`config.mk`:
```
export PLATFORM = sky130hd
export DESIGN_NAME = mem_trans_stage_flat
export DESIGN_NICKNAME = d
export VERILOG_FILES = /design/src/rtl/mem_trans_stage_if.sv /design/src/rtl/mem_trans_stage.sv /design/src/flat_wrapper.sv
export SDC_FILE = /design/constraint.sdc
export NUM_CORES = 1
export LEC_CHECK = 0
export BUFFER_PORTS_ARGS = -buffer_cell sky130_fd_sc_hd__buf_4
export CORE_UTILIZATION = 40
export CTS_CLUSTER_DIAMETER = 200
export DETAILED_ROUTE_END_ITERATION = 6
export MAX_ROUTING_LAYER = met4
export PLACE_DENSITY = 0.71
export RECOVER_POWER = 25
export REMOVE_ABC_BUFFERS = 1
export SLEW_MARGIN = 10
export SYNTH_ARGS = -nofsm -noshare
export SYNTH_HDL_FRONTEND = slang
export SYNTH_SLANG_ARGS = --single-unit
```
`constraint.sdc`:
```
create_clock -name clk -period 13.1 [get_ports clk]
set_clock_uncertainty 0.2 [all_clocks]
set_input_delay 1.31 -clock clk [delete_from_list [all_inputs] [get_ports clk]]
set_output_delay 1.31 -clock clk [all_outputs]
set_load 0.05 [all_outputs]
```
`src/rtl/mem_trans_stage_if.sv`:
```
// Request/translation input bundle and dcache-side output bundle of mem_trans_stage.
// The stage itself uses the slave modport; the producer/consumer side uses master.
interface mem_trans_stage_if;
    logic        in_valid;
    logic        in_ready;
    logic [31:0] in_va;
    logic        in_is_store;
    logic [1:0]  in_size;
    logic [31:0] tr_pa;
    logic [1:0]  tr_mat;
    logic        tr_page_fault;
    logic        tr_page_invalid;
    logic        tr_page_dirty;
    logic        tr_plv_fault;
    logic        out_valid;
    logic        out_ready;
    logic [31:0] out_pa;
    logic [31:0] out_va;
    logic [1:0]  out_mat;
    logic        out_is_store;
    logic [1:0]  out_size;
    logic        out_exc;
    logic [5:0]  out_ecode;

    modport master (
        output in_valid, in_va, in_is_store, in_size,
               tr_pa, tr_mat, tr_page_fault, tr_page_invalid, tr_page_dirty, tr_plv_fault,
               out_ready,
        input  in_ready, out_valid, out_pa, out_va, out_mat, out_is_store, out_size,
               out_exc, out_ecode
    );

    modport slave (
        input  in_valid, in_va, in_is_store, in_size,
               tr_pa, tr_mat, tr_page_fault, tr_page_invalid, tr_page_dirty, tr_plv_fault,
               out_ready,
        output in_ready, out_valid, out_pa, out_va, out_mat, out_is_store, out_size,
               out_exc, out_ecode
    );
endinterface

```
`src/rtl/mem_trans_stage.sv`:
```
// Memory translation stage: classifies LoongArch memory exceptions and buffers requests for the dcache.
// Optional alignment (ALE) check is enabled by defining MEM_TRANS_ALE_EN.
module mem_trans_stage #(
    parameter int DEPTH = 2
) (
    input  logic              clk,
    input  logic              reset,
    input  logic              flush,
    mem_trans_stage_if.slave  bus
);

    localparam logic [5:0] ECODE_NONE = 6'h00;
    localparam logic [5:0] ECODE_PIL  = 6'h01;
    localparam logic [5:0] ECODE_PIS  = 6'h02;
    localparam logic [5:0] ECODE_PME  = 6'h04;
    localparam logic [5:0] ECODE_PPI  = 6'h07;
    localparam logic [5:0] ECODE_ALE  = 6'h09;
    localparam logic [5:0] ECODE_TLBR = 6'h3F;

    typedef enum logic {RUN, HOLD} state_t;

    typedef struct packed {
        logic [31:0] pa;
        logic [31:0] va;
        logic [1:0]  mat;
        logic        isStore;
        logic [1:0]  size;
        logic        exc;
        logic [5:0]  ecode;
    } entry_t;

    state_t      r_state;
    state_t      w_stateNext;
    entry_t      r_mem [DEPTH];
    logic        r_headPtr;
    logic        r_tailPtr;
    logic [1:0]  r_count;

    logic        w_misaligned;
    logic        w_exc;
    logic [5:0]  w_ecode;
    logic        w_push;
    logic        w_pop;
    entry_t      w_newEntry;
    entry_t      w_head;

    function automatic logic nextPtr(input logic p);
        return (DEPTH == 1) ? 1'b0 : ~p;
    endfunction

`ifdef MEM_TRANS_ALE_EN
    // Size 3 is treated as a word access for alignment purposes.
    assign w_misaligned = ((bus.in_size == 2'd1) && bus.in_va[0]) ||
                          (bus.in_size[1] && (bus.in_va[1:0] != 2'b00));
`else
    assign w_misaligned = 1'b0;
`endif

    always_comb begin
        w_exc   = 1'b1;
        w_ecode = ECODE_NONE;
        if (w_misaligned) begin
            w_ecode = ECODE_ALE;
        end else if (bus.tr_page_fault) begin
            w_ecode = ECODE_TLBR;
        end else if (bus.tr_page_invalid) begin
            w_ecode = bus.in_is_store ? ECODE_PIS : ECODE_PIL;
        end else if (bus.tr_plv_fault) begin
            w_ecode = ECODE_PPI;
        end else if (bus.in_is_store && bus.tr_page_dirty) begin
            w_ecode = ECODE_PME;
        end else begin
            w_exc   = 1'b0;
        end
    end

    generate
        if (DEPTH == 1) begin : g_readyDepth1
            assign bus.in_ready = (r_state == RUN) && ((r_count == 2'd0) || bus.out_ready);
        end else begin : g_readyDepth2
            assign bus.in_ready = (r_state == RUN) && (r_count < 2'd2);
        end
    endgenerate

    assign w_push = bus.in_valid && bus.in_ready && !flush;
    assign w_pop  = bus.out_valid && bus.out_ready && !flush;

    assign w_newEntry = '{pa: bus.tr_pa, va: bus.in_va, mat: bus.tr_mat,
                          isStore: bus.in_is_store, size: bus.in_size,
                          exc: w_exc, ecode: w_ecode};

    // Entry storage is cleared only on reset so the outputs return to zero then.
    always_ff @(posedge clk) begin
        if (reset) begin
            for (int i = 0; i < DEPTH; i++) begin
                r_mem[i] <= '0;
            end
            r_headPtr <= 1'b0;
            r_tailPtr <= 1'b0;
            r_count   <= 2'd0;
        end else if (flush) begin
            r_headPtr <= 1'b0;
            r_tailPtr <= 1'b0;
            r_count   <= 2'd0;
        end else begin
            if (w_push) begin
                r_mem[r_tailPtr] <= w_newEntry;
                r_tailPtr        <= nextPtr(r_tailPtr);
            end
            if (w_pop) begin
                r_headPtr <= nextPtr(r_headPtr);
            end
            r_count <= r_count + 2'(w_push) - 2'(w_pop);
        end
    end

    always_ff @(posedge clk) begin
        if (reset) begin
            r_state <= RUN;
        end else begin
            r_state <= w_stateNext;
        end
    end

    always_comb begin
        w_stateNext = r_state;
        if (flush) begin
            w_stateNext = RUN;
        end else begin
            case (r_state)
                RUN:     if (w_push && w_exc) w_stateNext = HOLD;
                HOLD:    w_stateNext = HOLD;
                default: w_stateNext = RUN;
            endcase
        end
    end

    assign w_head           = r_mem[r_headPtr];
    assign bus.out_valid    = (r_count != 2'd0);
    assign bus.out_pa       = w_head.pa;
    assign bus.out_va       = w_head.va;
    assign bus.out_mat      = w_head.mat;
    assign bus.out_is_store = w_head.isStore;
    assign bus.out_size     = w_head.size;
    assign bus.out_exc      = w_head.exc;
    assign bus.out_ecode    = w_head.exc ? w_head.ecode : ECODE_NONE;

endmodule

```
`src/flat_wrapper.sv`:
```
// flat-port wrapper written by rule: the top's interface ports become plain ports
module mem_trans_stage_flat 
#(
    parameter int DEPTH = 2
)
  (clk, reset, flush, bus_in_valid, bus_in_va, bus_in_is_store, bus_in_size, bus_tr_pa, bus_tr_mat, bus_tr_page_fault, bus_tr_page_invalid, bus_tr_page_dirty, bus_tr_plv_fault, bus_out_ready, bus_in_ready, bus_out_valid, bus_out_pa, bus_out_va, bus_out_mat, bus_out_is_store, bus_out_size, bus_out_exc, bus_out_ecode);
  mem_trans_stage_if bus_i ();
  input  logic clk;
  input  logic reset;
  input  logic flush;
  input wire logic [$bits(bus_i.in_valid)-1:0] bus_in_valid;
  input wire logic [$bits(bus_i.in_va)-1:0] bus_in_va;
  input wire logic [$bits(bus_i.in_is_store)-1:0] bus_in_is_store;
  input wire logic [$bits(bus_i.in_size)-1:0] bus_in_size;
  input wire logic [$bits(bus_i.tr_pa)-1:0] bus_tr_pa;
  input wire logic [$bits(bus_i.tr_mat)-1:0] bus_tr_mat;
  input wire logic [$bits(bus_i.tr_page_fault)-1:0] bus_tr_page_fault;
  input wire logic [$bits(bus_i.tr_page_invalid)-1:0] bus_tr_page_invalid;
  input wire logic [$bits(bus_i.tr_page_dirty)-1:0] bus_tr_page_dirty;
  input wire logic [$bits(bus_i.tr_plv_fault)-1:0] bus_tr_plv_fault;
  input wire logic [$bits(bus_i.out_ready)-1:0] bus_out_ready;
  output wire logic [$bits(bus_i.in_ready)-1:0] bus_in_ready;
  output wire logic [$bits(bus_i.out_valid)-1:0] bus_out_valid;
  output wire logic [$bits(bus_i.out_pa)-1:0] bus_out_pa;
  output wire logic [$bits(bus_i.out_va)-1:0] bus_out_va;
  output wire logic [$bits(bus_i.out_mat)-1:0] bus_out_mat;
  output wire logic [$bits(bus_i.out_is_store)-1:0] bus_out_is_store;
  output wire logic [$bits(bus_i.out_size)-1:0] bus_out_size;
  output wire logic [$bits(bus_i.out_exc)-1:0] bus_out_exc;
  output wire logic [$bits(bus_i.out_ecode)-1:0] bus_out_ecode;
  assign bus_i.in_valid = bus_in_valid;
  assign bus_i.in_va = bus_in_va;
  assign bus_i.in_is_store = bus_in_is_store;
  assign bus_i.in_size = bus_in_size;
  assign bus_i.tr_pa = bus_tr_pa;
  assign bus_i.tr_mat = bus_tr_mat;
  assign bus_i.tr_page_fault = bus_tr_page_fault;
  assign bus_i.tr_page_invalid = bus_tr_page_invalid;
  assign bus_i.tr_page_dirty = bus_tr_page_dirty;
  assign bus_i.tr_plv_fault = bus_tr_plv_fault;
  assign bus_i.out_ready = bus_out_ready;
  assign bus_in_ready = bus_i.in_ready;
  assign bus_out_valid = bus_i.out_valid;
  assign bus_out_pa = bus_i.out_pa;
  assign bus_out_va = bus_i.out_va;
  assign bus_out_mat = bus_i.out_mat;
  assign bus_out_is_store = bus_i.out_is_store;
  assign bus_out_size = bus_i.out_size;
  assign bus_out_exc = bus_i.out_exc;
  assign bus_out_ecode = bus_i.out_ecode;
  mem_trans_stage #(.DEPTH(DEPTH)) u_core (.clk(clk), .reset(reset), .flush(flush), .bus(bus_i));
endmodule
```
# Yosys cells after proc, flatten, opt, wreduce, memory -nomap -nowiden

Memories as Yosys holds them, arrays and structs flattened. A register that Yosys moved wholly into a read port is not among the register bits.
Index checks and enable logic that the tools add are counted.

$add $sub $neg: 2
Magnitude comparators: 1
Mux-type cells: 23
Bitwise gates (word level): 3
Reductions and logical operators: 11

Operator list:

| kind               | number |
|---|---|
| $mux 76            | 1 |
| $reduce_or 76->1   | 1 |
| $mux 6             | 4 |
| $mux 1             | 15 |
| $logic_and 1x1->1  | 7 |
| $mux 3             | 1 |
| $not 1->1          | 3 |
| $add 2x1->2        | 1 |
| $lt 2x2->1 const B | 1 |
| $mux 2             | 1 |
| $pmux 1 s2         | 1 |
| $reduce_bool 2->1  | 1 |
| $reduce_or 2->1    | 1 |
| $sub 2x1->2        | 1 |
| $logic_not 1->1    | 1 |

Flip-flop bits (word level): 5
Memory bits (writable): 152
Logic and storage cells: 45
Memories: 1

Memories:

| memory       | depth | bits a word | rd ports | clocked after Yosys merged registers in | write ports | RTL line              | RTL |
|---|---|---|---|---|---|---|---|
| u_core.r_mem | 2     | 76          | 1        | 1                                       | 2           | mem_trans_stage.sv:34 | `entry_t r_mem [DEPTH];` |

# Depth between registers and ports, before layout

Gate-level depths: netlist (run 1).

Word-level depth: 10
Mapped depth: 8

# Worst setup path before layout (run 1)

Ideal clock, no wire load.

Path type: input to register
Start: input bus_in_valid
End: memory u_core.r_mem[0][0] in the netlist's numbering (enable)
Arrival time: 7.262 ns
Required time: 12.285 ns
Setup slack: 5.023 ns
Cell stages on the path: 3
Buffers on the path: 1
Path through: or3b_1 > buf_6 > o31ai_1

RTL lines:

| element            | RTL line              | RTL |
|---|---|---|
| start: declaration | flat_wrapper.sv:11    | `input wire logic [$bits(bus_i.in_valid)-1:0] bus_in_valid;` |
| end: declaration   | mem_trans_stage.sv:34 |  |

==> out/qor.yml, run 1 <==
outcome: "finished with violations"
violated_checks: "capacitance limit, slew limit"
synth_xor_xnor_area_share_pct: 0.3914
wl_per_cell_um: 15.60
start_kind: "input pin"
post_cts_resize_count: 0
layout_worst_path_cycle_share_pct: 33.59
rr_worst_depth: 4
core_area_um2: 16120
detail_route.drc_violations: 0
comb_power_share_pct: 12.6
seq_power_share_pct: 46.2
ys_warn_count: 0
drt_wl_total_um: 12870
crit_required_ps: 13160
path_max_fanout: 70
root_buffer: "sky130_fd_sc_hd__clkbuf_16"
io_buffers: 155
final_cell_mix: "sky130_fd_sc_hd__buf_4 (151), sky130_fd_sc_hd__edfxtp_1 (148), sky130_fd_sc_hd__and2_1 (117)"
std_cell_rows: 46
dp_worst_setup_slack_ps: 9187
cts_hold_repair.buffers: 0
place_hpwl_um: 7705
clock_sink_count: 154
htree_num_levels: 4
postRouteAntennaNets: 0
power_per_cell_area_nw_per_um2: 143.6
cts.path.max_buffers: 2
insertion_delay_ps: 410
via_per_inst: 4.772
synth_enable_flop_cells: 148
fp.dieW_um: 131.6
power_switching_share_pct: 23.16
top_level_ports: 156
ys_ff_latch: 154
fmax_ghz: 0.2273
critical_path.endpoint: "u_core.r_mem[1][35]$_SDFFCE_PN0P_"
cts_post_setup_buffers_inserted: 0
largest_family_of_logic_cells_by_synthesized_area: "simple AND/OR/NAND/NOR gates"
antenna_violations_before_repair: 0
number_of_global_route_vias_before_repair: 4119
floorplan.die_area_um2: 17310
mostFrequentLayoutCell: "sky130_fd_sc_hd__buf_4"
setup-tns-final_ps: 0
setup.worst_path.class: "in2reg"
total_leakage_power_uw: 0.003507
synth_compound_area_share_pct: 0.9504
mux_contribution_to_synthesized_area_pct: 12.32
multi_input_comb_area_um2: 2017
tritoncts: "built"
initial_standard_cell_utilization_of_the_core_pct: 41.66
netlist_area_um2: 6714
post_synth_inst_count: 445
grt-ovfl-total: 0
ys_dominant_reg_cell: "sky130_fd_sc_hd__edfxtp_1"
drt_first_iter_violations: 185
power_dissipated_by_switching_net_loads_uw: 288.6
hold_path_class: "reg2reg"
final_max_slew_viol_count: 142
final-seq-area_um2: 4568
synth-async-reset-ratio_pct: 0
unrepaired_setup_endpoints_after_global_routing: "no"
worstSetupStartpoint: "bus_in_valid"
data_arrival_time_of_the_critical_path_ps: 4470
die_h_um: 131.6
irDropWorstVdd_uv: 80.85
synth.lib_cells_used.distinct: 35
reg2reg_setup_slack_ps: 9300
seq_area_frac_synth_pct: 67.98
internal_power_uw: 957.2
syn-mean-instance-area_um2: 15.09
finalWorstPathRequiredPeriod_ps: 4400
setup_viol_count_final: 0
timing.critical_path.to_type: "flip-flop"
worst_r2r_endpoint: "u_core.r_mem[1][35]$_SDFFCE_PN0P_"
drt_pre_antenna_iters: 4
slew-limit-headroom_pct: -83.25
nNetsFinal: 676
routed_via_count: 3937
grt_total_usage_pct: 15.66
cts-buffers-inserted: 17
timing.final.hold_violations: 0
fillCellCount: 1395
antennaDiodeCount: 0
synthSimpleGateAreaFrac_pct: 15.75
worst_setup_hold_path_clk_slew_ps: 60
grt_first_pass_wirelength_um: 20220
post-route-worst-setup-slack_ps: 8700
finalWeightedCongestion: 0.7949
proportion_of_layout_cells_with_a_drive_suffix_above_1_pct: 42.20
power_frac_clock_pct: 41.2
largest_net_degree_at_the_start_of_global_routing: 75
timing.rr.start: "u_core.r_count[1]$_SDFF_PP0_"
max_slew.worst_pin.slew_ps: 2749
synth_adder_area_share_pct: 0.3727
area_growth_pct: 29.24
maxCapViolCount: 2
-- flip-flops by register name, indices dropped and copies added (netlist names), named ones only --
| signal | count |
|---|---|
| u_core.r_state | 1 |
| u_core.r_count | 2 |
| u_core.r_tailPtr | 1 |
| u_core.r_headPtr | 1 |
| u_core.r_mem | 148 |
-- worst min-delay path by stage --
stage | startpoint | end | slack, ps | cells past startpoint
final | u_core.r_state$_SDFF_PP0_ | u_core.r_state$_SDFF_PP0_ | 310 | 1
after floorplan | u_core.r_state$_SDFF_PP0_ | u_core.r_state$_SDFF_PP0_ | 260 | 1
after global routing | u_core.r_state$_SDFF_PP0_ | u_core.r_state$_SDFF_PP0_ | 330 | 1
after CTS | u_core.r_state$_SDFF_PP0_ | u_core.r_state$_SDFF_PP0_ | 320 | 1
after detailed placement | u_core.r_state$_SDFF_PP0_ | u_core.r_state$_SDFF_PP0_ | 300 | 1
after global placement | u_core.r_state$_SDFF_PP0_ | u_core.r_state$_SDFF_PP0_ | 270 | 1
-- cell type report --
cell class / instances / share of cell area (%)
flip-flops and latches: 154 / 52.65
multi-input cells: 260 / 23.24
repair buffers: 158 / 13.45
clock buffers: 26 / 6.100
well taps: 216 / 3.115
clock inverters: 6 / 1.226
inverters: 5 / 0.2163
-- worst max-delay path: stages --
cell                       delay [ps]
sky130_fd_sc_hd__clkbuf_4         100
sky130_fd_sc_hd__or3b_1           520
sky130_fd_sc_hd__nor3_4           210
sky130_fd_sc_hd__clkbuf_1        1970
sky130_fd_sc_hd__and2_1           330
-- power groups by stage --
| stage | Combinational [uW] | Clock, uW | Sequential (uW) |
|---|---|---|---|
| after floorplan | 99.4 | 0 | 586 |
| after global placement | 158 | 0 | 584 |
| after detailed placement | 159 | 0 | 586 |
| after CTS | 160 | 521 | 576 |
| after global routing | 165 | 543 | 578 |
| final | 157 | 514 | 575 |
-- layer usage --
metal / global-route usage [%] / part of all wire (%) / vias up / wire length (um)
met5: - / 0 / - / 0
met4: 6.008 / 1.3 / 0 / 161
met3: 3.819 / 4.7 / 14 / 605
met2: 26.72 / 51 / 118 / 6611
met1: 17.68 / 43 / 1930 / 5488
li1: - / - / 1875 / -
-- per-stage QoR --
stage               std cells  area (um^2)  utilization, %  hold WS [ps]  total power [uW]
global route              825         8677           53.84         332.7              1286
finish                    825         8677           53.84         312.0              1246
detailed placement        793         8064           50.04         301.0             745.0
CTS                       825         8700           53.98         315.3              1257
global placement          793         8064           50.04         272.4             741.7
floorplan                 419         6583               -         258.3             685.2
-- cells by family (layout without fill, tap and decap cells) --
| family | Yosys count | after routing |
|---|---|---|
| DFF | 154 | 154 |
| and+or+nand+nor | 171 | 171 |
| buffers and inverters | 31 | 195 |
| AOI/OAI and AO/OA | 10 | 10 |
| adders and majority gates | 2 | 2 |
| xor gates and xnor gates | 3 | 3 |
| muxes | 74 | 74 |
-- cells in the mapped netlist, types with 2 or more instances --
library cell,n,share of area [%]
sky130_fd_sc_hd__edfxtp_1,148,66
sky130_fd_sc_hd__and2_1,142,13
sky130_fd_sc_hd__clkbuf_2,14,1.0
sky130_fd_sc_hd__clkbuf_1,2,0.11
sky130_fd_sc_hd__nor2_1,14,0.78
sky130_fd_sc_hd__ha_1,2,0.37
sky130_fd_sc_hd__inv_1,5,0.28
sky130_fd_sc_hd__a21oi_1,4,0.30
sky130_fd_sc_hd__mux2_2,69,12
sky130_fd_sc_hd__xnor2_1,2,0.26
sky130_fd_sc_hd__dfxtp_1,6,1.8
sky130_fd_sc_hd__buf_1,6,0.34
sky130_fd_sc_hd__nand2_1,3,0.17
sky130_fd_sc_hd__mux2i_1,5,0.75
sky130_fd_sc_hd__nor3_1,2,0.15
sky130_fd_sc_hd__buf_4,2,0.22
No activity file was read; power rests on OpenSTA's default activity.
==> inputs of run 2 (changes only) <==
--- a/config.mk
+++ b/config.mk
@@ -10,7 +10,7 @@
 export CTS_CLUSTER_DIAMETER = 200
 export DETAILED_ROUTE_END_ITERATION = 6
 export MAX_ROUTING_LAYER = met4
-export PLACE_DENSITY = 0.71
+export PLACE_DENSITY = 0.74
 export RECOVER_POWER = 25
 export REMOVE_ABC_BUFFERS = 1
 export SLEW_MARGIN = 10
==> constraint.sdc (replaced) <==
create_clock -name clk -period 3.94 [get_ports clk]
set_clock_uncertainty 0.2 [all_clocks]
set_input_delay 0.394 -clock clk [delete_from_list [all_inputs] [get_ports clk]]
set_output_delay 0.394 -clock clk [all_outputs]
set_load 0.05 [all_outputs]
==> run 2 against run 1 <==
- the flow finishes with violations (hold timing, capacitance limit, slew limit)
- via count increased by 0.51%
- clock power grew to 3.2 times the previous value
- final area about the same
- hold slack worse by 320 ps
- register-to-register slack worse by 8300 ps
- sequential share of layout area hardly changed
- final cell count grew 0.48%
- sequential power rose to 3.3 times the previous value
- die area unchanged
- non-clock buffer count increased by 6
- largest power group unchanged
- routed wire length rose by 4.8%
- critical path depth decreased by 1
==> out/qor.yml, run 2 (same netlist as run 1, synthesis figures left out) <==
fin_hold_ws_ps: -4.602  # -316.6 ps
max_slew.worst_pin.slew_ps: 1520  # -1228 ps
placed_cell_area_um2: 8134  # +0.87%
die_h_um: 131.6  # unchanged
grt_first_pass_wirelength_um: 21510  # +6.3%
proportion_of_layout_cells_with_a_drive_suffix_above_1_pct: 41.76  # -0.44 points
path_max_fanout: 38  # -46%
cts_hold_repair.buffers: 0  # unchanged
grt-ovfl-total: 0  # unchanged
htree_num_levels: 4  # unchanged
insertion_delay_ps: 420  # about the same
violated_checks: "hold timing, capacitance limit, slew limit"
place_hpwl_um: 8637  # +12%
design_area_um2: 8670  # about the same
setup-tns-final_ps: 0  # unchanged
io_buffers: 155  # unchanged
antennaDiodeCount: 0  # unchanged
core_area_um2: 16120  # unchanged
setup.worst_path.class: "reg2reg"
largest_net_degree_at_the_start_of_global_routing: 55  # -27%
fp.dieW_um: 131.6  # unchanged
grt_total_usage_pct: 16.89  # +1.2 points
finalWeightedCongestion: 0.7916  # -0.42%
cts-buffers-inserted: 17  # unchanged
finalWorstPathRequiredPeriod_ps: 2947
routed_via_count: 3957  # +0.51%
finalPower_uw: 4089  # +230%
irDropWorstVdd_uv: 268.0  # +230%
max_stage_delay_ps: 1130  # -840 ps
slew-limit-headroom_pct: -1.362  # +82 points
outcome: "finished with violations"
timing.final.hold_violations: 1  # +1
data_arrival_time_of_the_critical_path_ps: 3030  # -1440 ps
postRouteAntennaNets: 0  # unchanged
unrepaired_setup_endpoints_after_global_routing: "no"
total_leakage_power_uw: 0.003501  # -0.15%
cts.path.max_buffers: 2  # unchanged
start_kind: "flip-flop"
drt_first_iter_violations: 237  # +28%
detail_route.drc_violations: 0  # unchanged
cp_cell_sequence: "or3b_1 > nor3_1 > clkbuf_1 > and2_1"
cts_post_setup_buffers_inserted: 0  # unchanged
setup_viol_count_final: 0  # unchanged
wl_per_cell_um: 16.27  # +4.3%
hold_path_class: "in2reg"
critical-path-slowest-cell: "sky130_fd_sc_hd__clkbuf_1"
post_cts_resize_count: 0  # unchanged
number_of_global_route_vias_before_repair: 4194  # +1.8%
dp_worst_setup_slack_ps: 1019  # -8168 ps
drt_wl_total_um: 13490  # +4.8%
largest_register_ff_count: 148  # unchanged
layout_worst_path_cycle_share_pct: 74.81
antenna_violations_before_repair: 0  # unchanged
floorplan.die_area_um2: 17310  # unchanged
clock_sink_count: 154  # unchanged
final_max_slew_viol_count: 39  # -73%
std_cell_rows: 46  # unchanged
timing.critical_path.to_type: "flip-flop"
post-route-worst-setup-slack_ps: 992.6  # -7707 ps
crit_required_ps: 4020  # -9140 ps
initial_standard_cell_utilization_of_the_core_pct: 41.66  # unchanged
tritoncts: "built"
top_level_ports: 156  # unchanged
area_growth_pct: 29.13  # about the same
fmax_ghz: 0.3393
drt_pre_antenna_iters: 4  # unchanged
worst_setup_hold_path_clk_slew_ps: 60  # about the same
nNetsFinal: 682  # +0.89%
via_per_inst: 4.773  # about the same
top_register: "u_core.r_mem"
mostFrequentLayoutCell: "sky130_fd_sc_hd__buf_4"
maxCapViolCount: 1  # -1
power_per_cell_area_nw_per_um2: 471.7  # +230%
root_buffer: "sky130_fd_sc_hd__clkbuf_16"
final_cell_mix: "sky130_fd_sc_hd__buf_4 (156), sky130_fd_sc_hd__edfxtp_1 (148), sky130_fd_sc_hd__and2_1 (103)"
registers_with_the_most_flip_flops: "u_core.r_mem (148), u_core.r_count (2)"
-- run 2: cell count changes in the layout (fill, tap and decap cells not counted), moves of 2 or more --
cell	before	now
sky130_fd_sc_hd__clkinv_2	1	3
sky130_fd_sc_hd__buf_12	0	2
sky130_fd_sc_hd__and2_0	25	39
sky130_fd_sc_hd__and2_1	117	103
sky130_fd_sc_hd__buf_4	151	156
sky130_fd_sc_hd__clkbuf_8	7	0
sky130_fd_sc_hd__clkbuf_4	2	0
sky130_fd_sc_hd__clkbuf_1	7	9
-- run 2: final timing paths --
kind,slack (ps),to,startpoint,cells past startpoint
max,990,u_core.r_mem[1][42]$_SDFFCE_PN0P_,u_core.r_count[1]$_SDFF_PP0_,4
min,-5,flip-flop,reset,2
max reg2reg,990,u_core.r_mem[1][42]$_SDFFCE_PN0P_,u_core.r_count[1]$_SDFF_PP0_,4
min reg2reg,290,u_core.r_state$_SDFF_PP0_,u_core.r_state$_SDFF_PP0_,1
-- run 2: per-stage QoR --
stage | hold WS (ps) | cells | util, %
floorplan | 258.3 | 419 | -
global placement | 271.2 | 799 | 50.47
detailed placement | 278.8 | 799 | 50.47
CTS | 9.396 | 829 | 54.12
global route | -18.60 | 829 | 53.80
finish | -4.602 | 829 | 53.80
-- run 2: cell type report --
class	count	area, um^2
multi-input combinational	260	1991
sequential	154	4568
tap	216	270.3
fill	1345	7446
timing repair buffer	164	1234
inverter	5	18.77
clock inverter	10	151.4
clock buffer	20	436.7
-- run 2: critical path: cells and delay by family, from the launching register on --
family,cells,cell delay [ps]
buffers and inverters,1,1130
flip-flops,1,360
AND/OR/NAND/NOR,3,1090
-- run 2: power breakdown --
| part | total (uW) | switching, uW | leakage, uW | internal, uW |
|---|---|---|---|---|
| logic | 529 | 341 | 0.00162 | 188 |
| registers | 1910 | 25.5 | 0.00160 | 1890 |
| clock network | 1650 | 605 | 0.000289 | 1040 |
-- run 2: per-layer routing --
metal / wire (um) / vias up / share of wire (%) / global-route usage, %
li1: - / 1889 / - / -
met1: 5687 / 1927 / 42 / 19.95
met5: 0 / - / 0 / -
met4: 235 / 0 / 1.7 / 7.881
met2: 6813 / 124 / 51 / 27.16
met3: 750 / 17 / 5.6 / 4.128
==> inputs of run 3 (changes only) <==
--- a/config.mk
+++ b/config.mk
@@ -10,7 +10,7 @@
 export CTS_CLUSTER_DIAMETER = 200
 export DETAILED_ROUTE_END_ITERATION = 6
 export MAX_ROUTING_LAYER = met4
-export PLACE_DENSITY = 0.74
+export PLACE_DENSITY = 0.71
 export RECOVER_POWER = 25
 export REMOVE_ABC_BUFFERS = 1
 export SLEW_MARGIN = 10
==> constraint.sdc (replaced) <==
create_clock -name clk -period 3 [get_ports clk]
set_clock_uncertainty 0.2 [all_clocks]
set_input_delay 0.3 -clock clk [delete_from_list [all_inputs] [get_ports clk]]
set_output_delay 0.3 -clock clk [all_outputs]
set_load 0.05 [all_outputs]
==> run 3 against run 2 <==
- the run now ends clean
- sequential power up 31%
- clock power up 41%
- power up 37%
- utilization is 4.8 points higher
- routed wire length rose by 1.8%
- first-iteration DRC count is 7.2% lower
- hold slack better by 38 ps
- final area up 8.9%
- critical path type unchanged
- critical endpoint is now u_core.r_mem[0][8]$_SDFFCE_PN0P_
==> out/qor.yml, run 3 (same netlist as run 1, synthesis figures left out) <==
routed_via_count: 4258  # +7.6%
worst_setup_hold_path_clk_slew_ps: 60  # about the same
total_leakage_power_uw: 0.003863  # +10%
outcome: "complete, no violations"
number_of_global_route_vias_before_repair: 4398  # +4.9%
power_dissipated_by_switching_net_loads_uw: 1286  # +32%
hold_path_class: "in2reg"
post_cts_resize_count: 0  # unchanged
die_h_um: 131.6  # unchanged
area_growth_pct: 40.59
largest_net_degree_at_the_start_of_global_routing: 46  # -16%
floorplan.die_area_um2: 17310  # unchanged
clock_sink_count: 154  # unchanged
fillCellCount: 1271  # -5.5%
design_area_um2: 9439  # +8.9%
path_max_fanout: 39  # +2.6%
start_kind: "flip-flop"
finalPower_uw: 5591  # +37%
antenna_violations_before_repair: 0  # unchanged
drt_wl_total_um: 13730  # +1.8%
unrepaired_setup_endpoints_after_global_routing: "no"
registers_with_the_most_flip_flops: "u_core.r_mem (148), u_core.r_count (2)"
max_slew.worst_pin.slew_ps: 1047  # -473.3 ps
slew-limit-headroom_pct: 28.39  # +30 points
maxCapViolCount: 0  # -1
final_cell_mix: "sky130_fd_sc_hd__buf_4 (158), sky130_fd_sc_hd__edfxtp_1 (148), sky130_fd_sc_hd__and2_1 (126)"
largest_register_ff_count: 148  # unchanged
fin_hold_ws_ps: 33.46  # +38.06 ps
top_level_ports: 156  # unchanged
seq_power_share_pct: 44.8  # -1.9 points
grt_first_pass_wirelength_um: 21810  # +1.4%
grt-ovfl-total: 0  # unchanged
via_per_inst: 4.710  # -1.3%
proportion_of_layout_cells_with_a_drive_suffix_above_1_pct: 38.23  # -3.5 points
postRouteAntennaNets: 0  # unchanged
cts_hold_repair.buffers: 72  # +72
fmax_ghz: 0.3763  # +11%
cts.path.max_buffers: 2  # unchanged
insertion_delay_ps: 410  # about the same
detail_route.drc_violations: 0  # unchanged
htree_num_levels: 4  # unchanged
power_frac_clock_pct: 41.4  # +1.1 points
finalWeightedCongestion: 0.8442  # +6.6%
crit_required_ps: 2830  # -1190 ps
antennaDiodeCount: 0  # unchanged
cts-buffers-inserted: 17  # unchanged
setup.worst_path.class: "reg2reg"
data_arrival_time_of_the_critical_path_ps: 2480  # -550 ps
timing.final.hold_violations: 0  # -1
timing.critical_path.to_type: "flip-flop"
fin_util_pct: 58.57  # +4.8 points
setup_viol_count_final: 0  # unchanged
hold_path_depth: 2  # unchanged
mostFrequentLayoutCell: "sky130_fd_sc_hd__buf_4"
grt_total_usage_pct: 16.91  # +0.024 points
tritoncts: "built"
cts_post_setup_buffers_inserted: 0  # unchanged
io_buffers: 155  # unchanged
power_per_cell_area_nw_per_um2: 592.4  # +26%
layout_worst_path_cycle_share_pct: 88.59  # +14 points
core_area_um2: 16120  # unchanged
internal_power_uw: 4306  # +38%
comb_power_share_pct: 13.7  # +0.8 points
power_switching_share_pct: 22.99  # -0.76 points
placed_cell_area_um2: 8142  # about the same
final_max_slew_viol_count: 0  # -100%
drt_first_iter_violations: 220  # -7.2%
rr_worst_depth: 3  # -1
drt_pre_antenna_iters: 4  # unchanged
std_cell_rows: 46  # unchanged
nNetsFinal: 755  # +11%
place_hpwl_um: 8472  # -1.9%
root_buffer: "sky130_fd_sc_hd__clkbuf_16"
initial_standard_cell_utilization_of_the_core_pct: 41.66  # unchanged
wl_per_cell_um: 15.18  # -6.7%
top_register: "u_core.r_mem"
finalWorstPathRequiredPeriod_ps: 2658  # -289.8 ps
irDropWorstVdd_uv: 357.5  # +33%
fp.dieW_um: 131.6  # unchanged
run 3: changes by cell type in the layout (fill, tap and decap cells not counted), moves of 2 or more:
cell	previous run	this run
sky130_fd_sc_hd__buf_4	156	158
sky130_fd_sc_hd__clkbuf_2	0	3
sky130_fd_sc_hd__and2_0	39	16
sky130_fd_sc_hd__clkinv_1	2	0
sky130_fd_sc_hd__clkbuf_1	9	6
sky130_fd_sc_hd__and2_1	103	126
sky130_fd_sc_hd__dlygate4sd3_1	0	72
sky130_fd_sc_hd__clkinv_2	3	1
sky130_fd_sc_hd__clkbuf_8	0	6
run 3: worst paths after layout:
| check | start | slack, ps | to |
|---|---|---|---|
| min reg2reg | u_core.r_state$_SDFF_PP0_ | 300 | u_core.r_state$_SDFF_PP0_ |
| max | u_core.r_count[1]$_SDFF_PP0_ | 340 | u_core.r_mem[0][8]$_SDFFCE_PN0P_ |
| max reg2reg | u_core.r_count[1]$_SDFF_PP0_ | 340 | u_core.r_mem[0][8]$_SDFFCE_PN0P_ |
| min | bus_in_is_store | 30 | u_core.r_mem[0][9]$_SDFFCE_PN0P_ |
run 3: layout make-up:
type,count,area (um^2),share of cell area [%]
multi-input cells,260,1977,20.94
clock buffers,26,519.2,5.501
well taps,216,270.3,2.863
repair buffers,237,1953,20.69
clock inverters,6,132.6,1.405
inverters,5,18.77,0.1988
flip-flops and latches,154,4568,48.40
run 3: through the flow:
step	setup slack, ps	cells	setup TNS, ps
6_report	342.4	904	0
5_1_grt	188.9	904	0
4_1_cts	445.0	904	0
3_5_place_dp	508.6	800	0
3_3_place_gp	524.7	800	0
2_1_floorplan	-4174	419	-357880
run 3: worst max-delay path: stages, from the launching register on:
cell                       delay [ps]
sky130_fd_sc_hd__dfxtp_1          360
sky130_fd_sc_hd__or3b_1           510
sky130_fd_sc_hd__o31ai_1          300
sky130_fd_sc_hd__clkbuf_2         870
run 3: power groups by stage:
| stage | logic, uW | registers [uW] | clock network [uW] |
|---|---|---|---|
| global route | 808 | 2520 | 2430 |
| CTS | 786 | 2510 | 2350 |
| detailed placement | 708 | 2550 | 0 |
| floorplan | 434 | 2560 | 0 |
| global placement | 703 | 2540 | 0 |
| finish | 768 | 2510 | 2320 |
run 3: layer usage:
layer  vias to the layer above  share of wire, %  GRT usage [%]
li1                       2036                 -              -
met1                      2071                43          19.50
met2                       131                51          28.69
met3                        20               4.8          4.128
met4                         0               1.5          5.879
met5                         -                 0              -
